==> src/rtl/fow_pkg.sv <==
// rtl/fow_pkg.sv - shared types, constants and LFSR helpers for the enemy lane logic
//
// Purpose : common definitions for the enemy car stepper and its helpers.
// Contents: enemy_state_t (2-bit FSM encoding), lane width/count,
//           LFSR width and tap mask, LFSR step and spawn-lane helpers.
package fow_pkg;

   typedef enum logic [1:0] {
      IDLE = 2'd0,
      WAIT = 2'd1,
      MOVE = 2'd2,
      HIT  = 2'd3
   } enemy_state_t;

   localparam int LANE_W    = 2;
   localparam int NUM_LANES = 3;
   localparam int LFSR_W    = 8;

   // Taps 8,6,5,4 (1-based) -> bits 7,5,4,3 of the register.
   localparam logic [LFSR_W-1:0] LFSR_TAPS = 8'hB8;

   // Fibonacci form: XOR of the tapped bits shifts in at bit 0.
   function automatic logic [LFSR_W-1:0] lfsr_step(input logic [LFSR_W-1:0] l);
      return {l[LFSR_W-2:0], ^(l & LFSR_TAPS)};
   endfunction

   // Two LFSR bits give four codes but the road has three lanes;
   // the unused code folds onto the middle lane.
   function automatic logic [LANE_W-1:0] spawn_lane(input logic [LFSR_W-1:0] l);
      logic [LANE_W-1:0] raw;
      raw = l[LANE_W-1:0];
      return (raw >= LANE_W'(NUM_LANES)) ? 2'b01 : raw;
   endfunction

endpackage

==> src/rtl/enemy_lane_stepper_edge_tick_sync.sv <==
// rtl/enemy_lane_stepper_edge_tick_sync.sv - two-flop synchroniser with rising-edge tick
//
// Purpose : brings a slow asynchronous square wave into the clock_in domain
//           and produces a one-cycle tick per rising edge of it.
// Ports   : clock_in  in  system clock
//           rst_n     in  synchronous active-low reset
//           async_in  in  asynchronous square wave
//           tick      out one-cycle pulse, high while s2=1 and s3=0
module edge_tick_sync (
   input  logic clock_in,
   input  logic rst_n,
   input  logic async_in,
   output logic tick
);

   logic s1;
   logic s2;
   logic s3;

   // s1/s2 form the metastability chain; s3 is only the history for
   // edge detection and never sees the raw asynchronous input.
   always_ff @(posedge clock_in) begin
      if (!rst_n) begin
         s1 <= 1'b0;
         s2 <= 1'b0;
         s3 <= 1'b0;
      end else begin
         s1 <= async_in;
         s2 <= s1;
         s3 <= s2;
      end
   end

   assign tick = s2 & ~s3;

endmodule

==> src/rtl/enemy_lane_stepper.sv <==
// rtl/enemy_lane_stepper.sv - moves one enemy car down a 3-lane road on slow clock ticks
//
// Purpose : synchronises the enemy clock into a step tick, spawns an enemy
//           in a pseudo-random lane, walks it down one row per tick and
//           reports collision with the player or a clean pass.
// Ports   : clock_in     in  system clock
//           rst_n        in  synchronous active-low reset
//           enemy_clk    in  slow square wave, asynchronous to clock_in
//           enable       in  game running; low returns to IDLE
//           player_lane  in  player lane 0..2 (3 never matches)
//           enemy_row    out current enemy row 0..ROWS-1
//           enemy_lane   out current enemy lane 0..2
//           enemy_active out enemy is on screen
//           collision    out one-cycle pulse on impact
//           passed       out one-cycle pulse when the enemy leaves the bottom row
module enemy_lane_stepper
   import fow_pkg::*;
#(
   parameter int                ROWS       = 16,
   parameter int                ROW_W      = 4,
   parameter int                PLAYER_ROW = 14,
   parameter int                SPAWN_GAP  = 3,
   parameter logic [LFSR_W-1:0] LFSR_SEED  = 8'hA5
) (
   input  logic              clock_in,
   input  logic              rst_n,
   input  logic              enemy_clk,
   input  logic              enable,
   input  logic [LANE_W-1:0] player_lane,
   output logic [ROW_W-1:0]  enemy_row,
   output logic [LANE_W-1:0] enemy_lane,
   output logic              enemy_active,
   output logic              collision,
   output logic              passed
);

   // Wide enough to hold SPAWN_GAP, and at least one bit for SPAWN_GAP=0.
   localparam int GAP_W = $clog2(SPAWN_GAP + 2);

   localparam logic [ROW_W-1:0] LAST_ROW   = ROW_W'(ROWS - 1);
   localparam logic [ROW_W-1:0] HIT_ROW    = ROW_W'(PLAYER_ROW);
   localparam logic [GAP_W-1:0] GAP_RELOAD = GAP_W'(SPAWN_GAP);

   logic step_tick;

   edge_tick_sync u_sync (
      .clock_in (clock_in),
      .rst_n    (rst_n),
      .async_in (enemy_clk),
      .tick     (step_tick)
   );

   enemy_state_t      state,     state_n;
   logic [ROW_W-1:0]  row_n;
   logic [LANE_W-1:0] lane_n;
   logic              active_n;
   logic              collision_n;
   logic              passed_n;
   logic [GAP_W-1:0]  gap,       gap_n;
   logic [LFSR_W-1:0] lfsr,      lfsr_n;

   always_ff @(posedge clock_in) begin
      if (!rst_n) begin
         state        <= IDLE;
         enemy_row    <= '0;
         enemy_lane   <= '0;
         enemy_active <= 1'b0;
         collision    <= 1'b0;
         passed       <= 1'b0;
         gap          <= '0;
         lfsr         <= LFSR_SEED;
      end else begin
         state        <= state_n;
         enemy_row    <= row_n;
         enemy_lane   <= lane_n;
         enemy_active <= active_n;
         collision    <= collision_n;
         passed       <= passed_n;
         gap          <= gap_n;
         lfsr         <= lfsr_n;
      end
   end

   always_comb begin
      state_n     = state;
      row_n       = enemy_row;
      lane_n      = enemy_lane;
      active_n    = enemy_active;
      collision_n = 1'b0;
      passed_n    = 1'b0;
      gap_n       = gap;
      // The LFSR free-runs on ticks regardless of state, so the lane chosen
      // at a spawn depends on how long the game has been ticking.
      lfsr_n      = step_tick ? lfsr_step(lfsr) : lfsr;

      if (!enable) begin
         state_n  = IDLE;
         row_n    = '0;
         lane_n   = '0;
         active_n = 1'b0;
         gap_n    = '0;
      end else begin
         case (state)
            IDLE: begin
               active_n = 1'b0;
               gap_n    = GAP_RELOAD;
               state_n  = WAIT;
            end
            WAIT: begin
               if (step_tick) begin
                  if (gap == '0) begin
                     row_n    = '0;
                     lane_n   = spawn_lane(lfsr);
                     active_n = 1'b1;
                     state_n  = MOVE;
                  end else begin
                     gap_n = gap - GAP_W'(1);
                  end
               end
            end
            MOVE: begin
               if (step_tick) begin
                  // Impact is checked before the exit row so that a player
                  // row on the last line still reports a collision.
                  if ((enemy_row == HIT_ROW) && (enemy_lane == player_lane)) begin
                     collision_n = 1'b1;
                     state_n     = HIT;
                  end else if (enemy_row == LAST_ROW) begin
                     passed_n = 1'b1;
                     active_n = 1'b0;
                     gap_n    = GAP_RELOAD;
                     state_n  = WAIT;
                  end else begin
                     row_n = enemy_row + ROW_W'(1);
                  end
               end
            end
            HIT: begin
               // Frozen so the crash stays on screen until the game stops.
               active_n = 1'b1;
            end
            default: begin
               state_n = IDLE;
            end
         endcase
      end
   end

endmodule

==> config.mk <==
export PLATFORM = sky130hd
export DESIGN_NAME = enemy_lane_stepper
export DESIGN_NICKNAME = d
export VERILOG_FILES = /design/src/rtl/fow_pkg.sv /design/src/rtl/enemy_lane_stepper_edge_tick_sync.sv /design/src/rtl/enemy_lane_stepper.sv
export SDC_FILE = /design/constraint.sdc
export NUM_CORES = 1
export LEC_CHECK = 0
export ABC_CLOCK_PERIOD_IN_PS = 1980
export CORE_UTILIZATION = 30
export CTS_CLUSTER_DIAMETER = 80
export DETAILED_ROUTE_END_ITERATION = 6
export GPL_TIMING_DRIVEN = 0
export SETUP_SLACK_MARGIN = 0.1
export SYNTH_ARGS = -nofsm -noshare
export SYNTH_HDL_FRONTEND = slang
export SYNTH_SLANG_ARGS = --single-unit
==> constraint.sdc <==
create_clock -name clock_in -period 1.98 [get_ports clock_in]
set_input_delay 0.396 -clock clock_in [delete_from_list [all_inputs] [get_ports clock_in]]
set_output_delay 0.396 -clock clock_in [all_outputs]
set_load 0.005 [all_outputs]
# [Word level (Yosys, flattened, before mapping)]
# Index checks and enable logic that the tools add are counted.
[totals] inputBits=6 output_inout_bits=9 ff_bits=25
[op_classes] mux=27 n_reduce_logical=14 addsub=2 order_cmp=1 eq_ne=14 bitwise=6
[op_table] operator="4-bit two-way mux" n=5
[op_table] operator="3-bit two-way mux" n=5
[op_table] operator="2-bit inequality test, second input constant" n=7
[op_table] operator="2-bit two-way mux" n=6
[op_table] operator="6-bit AND reduction" n=2
[op_table] operator="5-bit AND reduction" n=2
[op_table] operator="3-bit case mux with 3 select lines" n=1
[op_table] operator="4-bit equality test, second input constant" n=2
[op_table] operator="4-bit case mux with 2 select lines" n=1
[op_table] operator="8-bit parity" n=1
[op_table] operator="1-bit two-way mux" n=7
[op_table] operator="2-bit case mux with 3 select lines" n=1
[op_table] operator="1-bit inverter" n=5
[op_table] operator="5-bit OR reduction" n=1
[op_table] operator="4-bit by 1-bit adder with 4-bit output, second input constant" n=1
[op_table] operator="2-bit equality test, second input constant" n=2
[op_table] operator="1-bit case mux with 4 select lines" n=1
[op_table] operator="4-bit AND reduction" n=1
[op_table] operator="3-bit zero test" n=1
[op_table] operator="3-bit inequality test, second input constant" n=1
[op_table] operator="3-bit AND reduction" n=1
[op_table] operator="3-bit nonzero test" n=1
[op_table] operator="3-bit by 1-bit subtractor with 3-bit output, second input constant" n=1
[op_table] operator="2-bit by 1-bit equality test with 1-bit output, second input constant" n=1
[op_table] operator="7 further kinds" n=7

# [Depth between registers and ports, before layout]
[logic_depth] ltp_word=5 depth_mapped=7

# [By module]
# Synthesis repeated with hierarchy kept, for this count alone.
[hier_totals] hier_cells=133 hier_area_um2=1263.7
[modules_own_cells] module="enemy_lane_stepper" area_each_um2=1171.1 seq_area_each_um2=440.4 cells_per_inst=126 instances=1
[modules_own_cells] module="edge_tick_sync" area_each_um2=92.6 seq_area_each_um2=60.1 cells_per_inst=7 instances=1

# [Worst setup path before layout]
# OpenSTA, ideal clock, no wires.
[synth_timing] path_kind="register -> register" start="register state[1]" end="register enemy_row[1]" path_slack_ns=0.315 path_buffers=1 t_arrival_ns=1.595 period_less_slack_ns=1.665 stages_incl_launch_ff=8 cell_sequence="dfxtp_1 inv_1 ha_1 buf_4 mux2_2 o211ai_1 or4_1 a21oi_1"
[synth_between] elab_chain_cells=3 word_cells_on_any_way=10 cone_classes="7 x eq/ne; 1 x mux; 2 x reduce/logical"
[synth_lines] element="start, declared" line="enemy_lane_stepper.sv:53" source="enemy_state_t state, state_n;"
[synth_lines] element="start signal, assigned" line="enemy_lane_stepper.sv:73" source="state <= state_n;"
[synth_lines] element="2-bit equality test / 2-bit by 1-bit equality test with 1-bit output (equally long branches)" line="enemy_lane_stepper.sv:103" source="case (state)"
[synth_lines] element="2-bit inequality test (no source line) / 2-bit nonzero test (equally long branches)"
[synth_lines] element="6-bit AND reduction (no source line)"
[synth_lines] element="end signal, assigned" line="enemy_lane_stepper.sv:74" source="enemy_row <= row_n;"
[synth_lines] element="end, declared" line="enemy_lane_stepper.sv:30" source="output logic [ROW_W-1:0] enemy_row,"
# Several ways; a longest one is shown, not always the timed one.
# A chain may end at the register's enable or synchronous reset.

# [Worst setup path after layout]
[layout_timing] start="register gap[0]" end="register enemy_row[1]"
[layout_between] elab_chain_cells=3
[layout_lines] element="start, declared" line="enemy_lane_stepper.sv:59" source="logic [GAP_W-1:0] gap, gap_n;"
[layout_lines] element="start signal, assigned" line="enemy_lane_stepper.sv:79" source="gap <= gap_n;"
[layout_lines] element="3-bit zero test" line="enemy_lane_stepper.sv:111" source="if (gap == '0) begin"
[layout_lines] element="2-bit inequality test (no source line)"
[layout_lines] element="6-bit AND reduction (no source line)"
# Every way passes these cells.

==> metrics.txt <==
status finished clean; Initial Util 32.1%; Critical R2R Launch gap[0]$_SDFFE_PN0P_; clk buf depth 2; register bit total from synthesis 25; Synthesized Nets 164; Pwr per Cell Area 579 nW/um^2; initial antenna violation count 0; final-stage net count 191; CP Launch Point gap[0]$_SDFFE_PN0P_; startpoint types flop; grt ovf 0; critical path arrival 2.03 ns; first-pass iteration count of the detailed router 4; CP dominant cell by count ha_2; global-route wire length before repair 4740 microns; n_diodes 0; slowest CP cell or4_1; CP peak stage delay 0.56 ns; Sw Pwr 0.253 mW; H-tree depth 1; Crit path depth 7; num ports 15; crit path buf inv count 1; Pleak 0.606 nW; Die X-Extent 68.4 microns; Clk pin slew, worst setup/hold paths 0.10 ns; CTS tree yes; clock power share 32.6%; Layout Skew 0.00224 ns; gr usage total 13.8%; CP Data Required Time 2.19 ns; Synth-to-Final Area Change 27.9%; sequential fraction of the synthesis area 37.8%; port buffer count 14; pin count of the biggest net entering global routing 16; flop-to-flop setup slack 0.16 ns; post-layout instance area 1690 sq um; Cell Int Power 0.727 mW; core area 4120 sq um; Max Cap Violations 0; Cells after Synth 150; FF+latch area 505 sq um; EDFF count, synth 0; multi-input logic area 801 sq um; Tmin final 1.82 ns; synthesis warning total 0; fraction of layout cells with a size suffix above 1 19.3%; Die Area 4680 sq um; WHS 0.464 ns; Final GP Congestion 0.825; ys async rst share 0%; Crit. End Element flop; routed vias 1150; top cell family by delay on the critical path simple AND/OR/NAND/NOR gates; crit-path max FO 5; Max transition margin 61.9%; Fmax 0.549 GHz; Final Non-Filler Cells 226; sequential share of power 54.0%; sw frac 25.8%; DP HPWL 2120 microns; Comb pwr share 13.4%; # fillers 402; DRC 0; Clock Sinks 25; Root Driver clkbuf_8; cells on worst reg2reg path 7; crit path cell chain inv_2 > ha_2 > ha_2 > mux2_4 > o211ai_1 > or4_1 > a21oi_2; total CTS buffers 3; Die H 68.4 microns; Top FF cell, synth dfxtp_1; Tcrit/Tclk final 92.0%; DRT iter0 DRCs 45; Worst Max-Slew Pin Slew 0.566 ns; Clock Latency Late Sink 0.27 ns; Syn Area/Cell 8.82 sq um; HP Class reg -> reg; dpl cell area 1530 sq um; Syn Std Cell Area 1320 sq um; critical path type reg -> reg; vias in the first global route 1082; num rows 23; Synth cell types 36; placed insts 214; final wirelength 2960 microns; Slew Limit Fails 0; post-route ant nets 0; final hold vios 0; final setup fails 0; Wirelength per Cell 13.1 microns; Max IR drop VDD 235 uV; drt via density 5.09; RR Endpoint enemy_row[1]$_SDFFE_PN0P_; worst setup path end enemy_row[1]$_SDFFE_PN0P_; Hold Path Cell Cnt 1; RSZ-0062 raised after global routing false
## how the worst min path moves through the flow
stage                         startpoint              endpoint  slack [ns]
finish              u_sync.s1$_SDFF_PN0_  u_sync.s2$_SDFF_PN0_        0.46
global route        u_sync.s1$_SDFF_PN0_  u_sync.s2$_SDFF_PN0_        0.48
CTS                 u_sync.s1$_SDFF_PN0_  u_sync.s2$_SDFF_PN0_        0.46
detailed placement  u_sync.s1$_SDFF_PN0_  u_sync.s2$_SDFF_PN0_        0.43
global placement    u_sync.s1$_SDFF_PN0_  u_sync.s2$_SDFF_PN0_        0.42
floorplan           u_sync.s1$_SDFF_PN0_  u_sync.s2$_SDFF_PN0_        0.41
## per-stage QoR
step	setup slack [ns]	util (%)	setup TNS, ns	power [mW]
3_3_place_gp	-0.0877	37.1	-0.171	0.647
5_1_grt	0.0731	41.1	0	1.02
6_report	0.159	41.1	0	0.980
4_1_cts	0.101	38.4	0	0.971
3_5_place_dp	-0.146	37.1	-0.253	0.652
2_1_floorplan	0.315	-	0	0.618
## Yosys cell counts (3+ instances only)
| library cell | instances | area share (%) |
|---|---|---|
| a21boi_0 | 4 | 2.3 |
| a21oi_1 | 10 | 3.8 |
| and2_1 | 5 | 2.4 |
| dfxtp_1 | 25 | 38 |
| ha_1 | 8 | 7.6 |
| inv_1 | 10 | 2.8 |
| mux2i_1 | 3 | 2.3 |
| nand2_1 | 23 | 6.5 |
| nand2b_1 | 3 | 1.4 |
| nand3_1 | 9 | 3.4 |
| nor2_1 | 5 | 1.4 |
| o2111ai_1 | 3 | 2.0 |
| o211ai_1 | 3 | 1.7 |
| o21ai_0 | 3 | 1.1 |
| o41ai_1 | 4 | 2.6 |
| xnor2_1 | 5 | 3.3 |
## final cells by class
| type | instances | area share (%) |
|---|---|---|
| Buffer | 5 | 2.14 |
| Clock buffer | 3 | 2.44 |
| Clock inverter | 1 | 0.444 |
| Inverter | 10 | 2.22 |
| Multi-Input combinational cell | 110 | 47.3 |
| Sequential cell | 25 | 29.9 |
| Tap cell | 50 | 3.70 |
| Timing Repair Buffer | 22 | 11.8 |
## power by group through the flow
| stage | clock [mW] | sequential, mW | combinational, mW |
|---|---|---|---|
| detailed placement | 0 | 0.541 | 0.111 |
| floorplan | 0 | 0.539 | 0.0790 |
| CTS | 0.330 | 0.529 | 0.112 |
| global placement | 0 | 0.540 | 0.107 |
| global route | 0.347 | 0.531 | 0.145 |
| finish | 0.320 | 0.529 | 0.131 |
## timing repair
item | in CTS | in global routing
hold buffers | 0 | 0
setup endpoints to repair | 3 | 7
buffers inserted | 0 | 8
pin swaps | 0 | 3
gates resized for setup | 2 | 16
## placed cells by master, fill, tap and decap left out, types with 4 or more instances in the layout
cell type        Yosys  layout
inv_1               10       7
nor2_1               5       4
dfxtp_1             25      23
xnor2_1              5       5
ha_1                 8       4
a21boi_0             4       4
and2_1               5       5
nand2_1             23      23
a21oi_1             10       9
clkdlybuf4s50_1      0      14
buf_4                1       8
o41ai_1              4       4
nand3_1              9       8
## metal layers
metal / share of wire [%] / global-route usage, % / up-vias
met5: 0 / 0 / -
met4: 1.7 / 5.47 / 0
met1: 46 / 15.8 / 542
met2: 50 / 25.0 / 18
li1: - / - / 586
met3: 2.6 / 2.50 / 4
## flip-flops by register name, summed over array words and instances, names as in the netlist
name	cells
enemy_row	4
enemy_active	1
gap	3
lfsr	8
collision	1
u_sync.s3	1
passed	1
state	2
u_sync.s1	1
enemy_lane	2
u_sync.s2	1
## cells by family after synthesis
| logic type | Yosys count | synth area share (%) |
|---|---|---|
| xor gates and xnor gates | 7 | 5.77 |
| buffers and inverters | 15 | 5.30 |
| AOI/OAI and AO/OA | 34 | 18.2 |
| and+or+nand+nor | 57 | 22.2 |
| muxes | 4 | 3.12 |
| DFF | 25 | 37.8 |
| adders and majority gates | 8 | 7.57 |
Power figures use the tool's default switching activity.
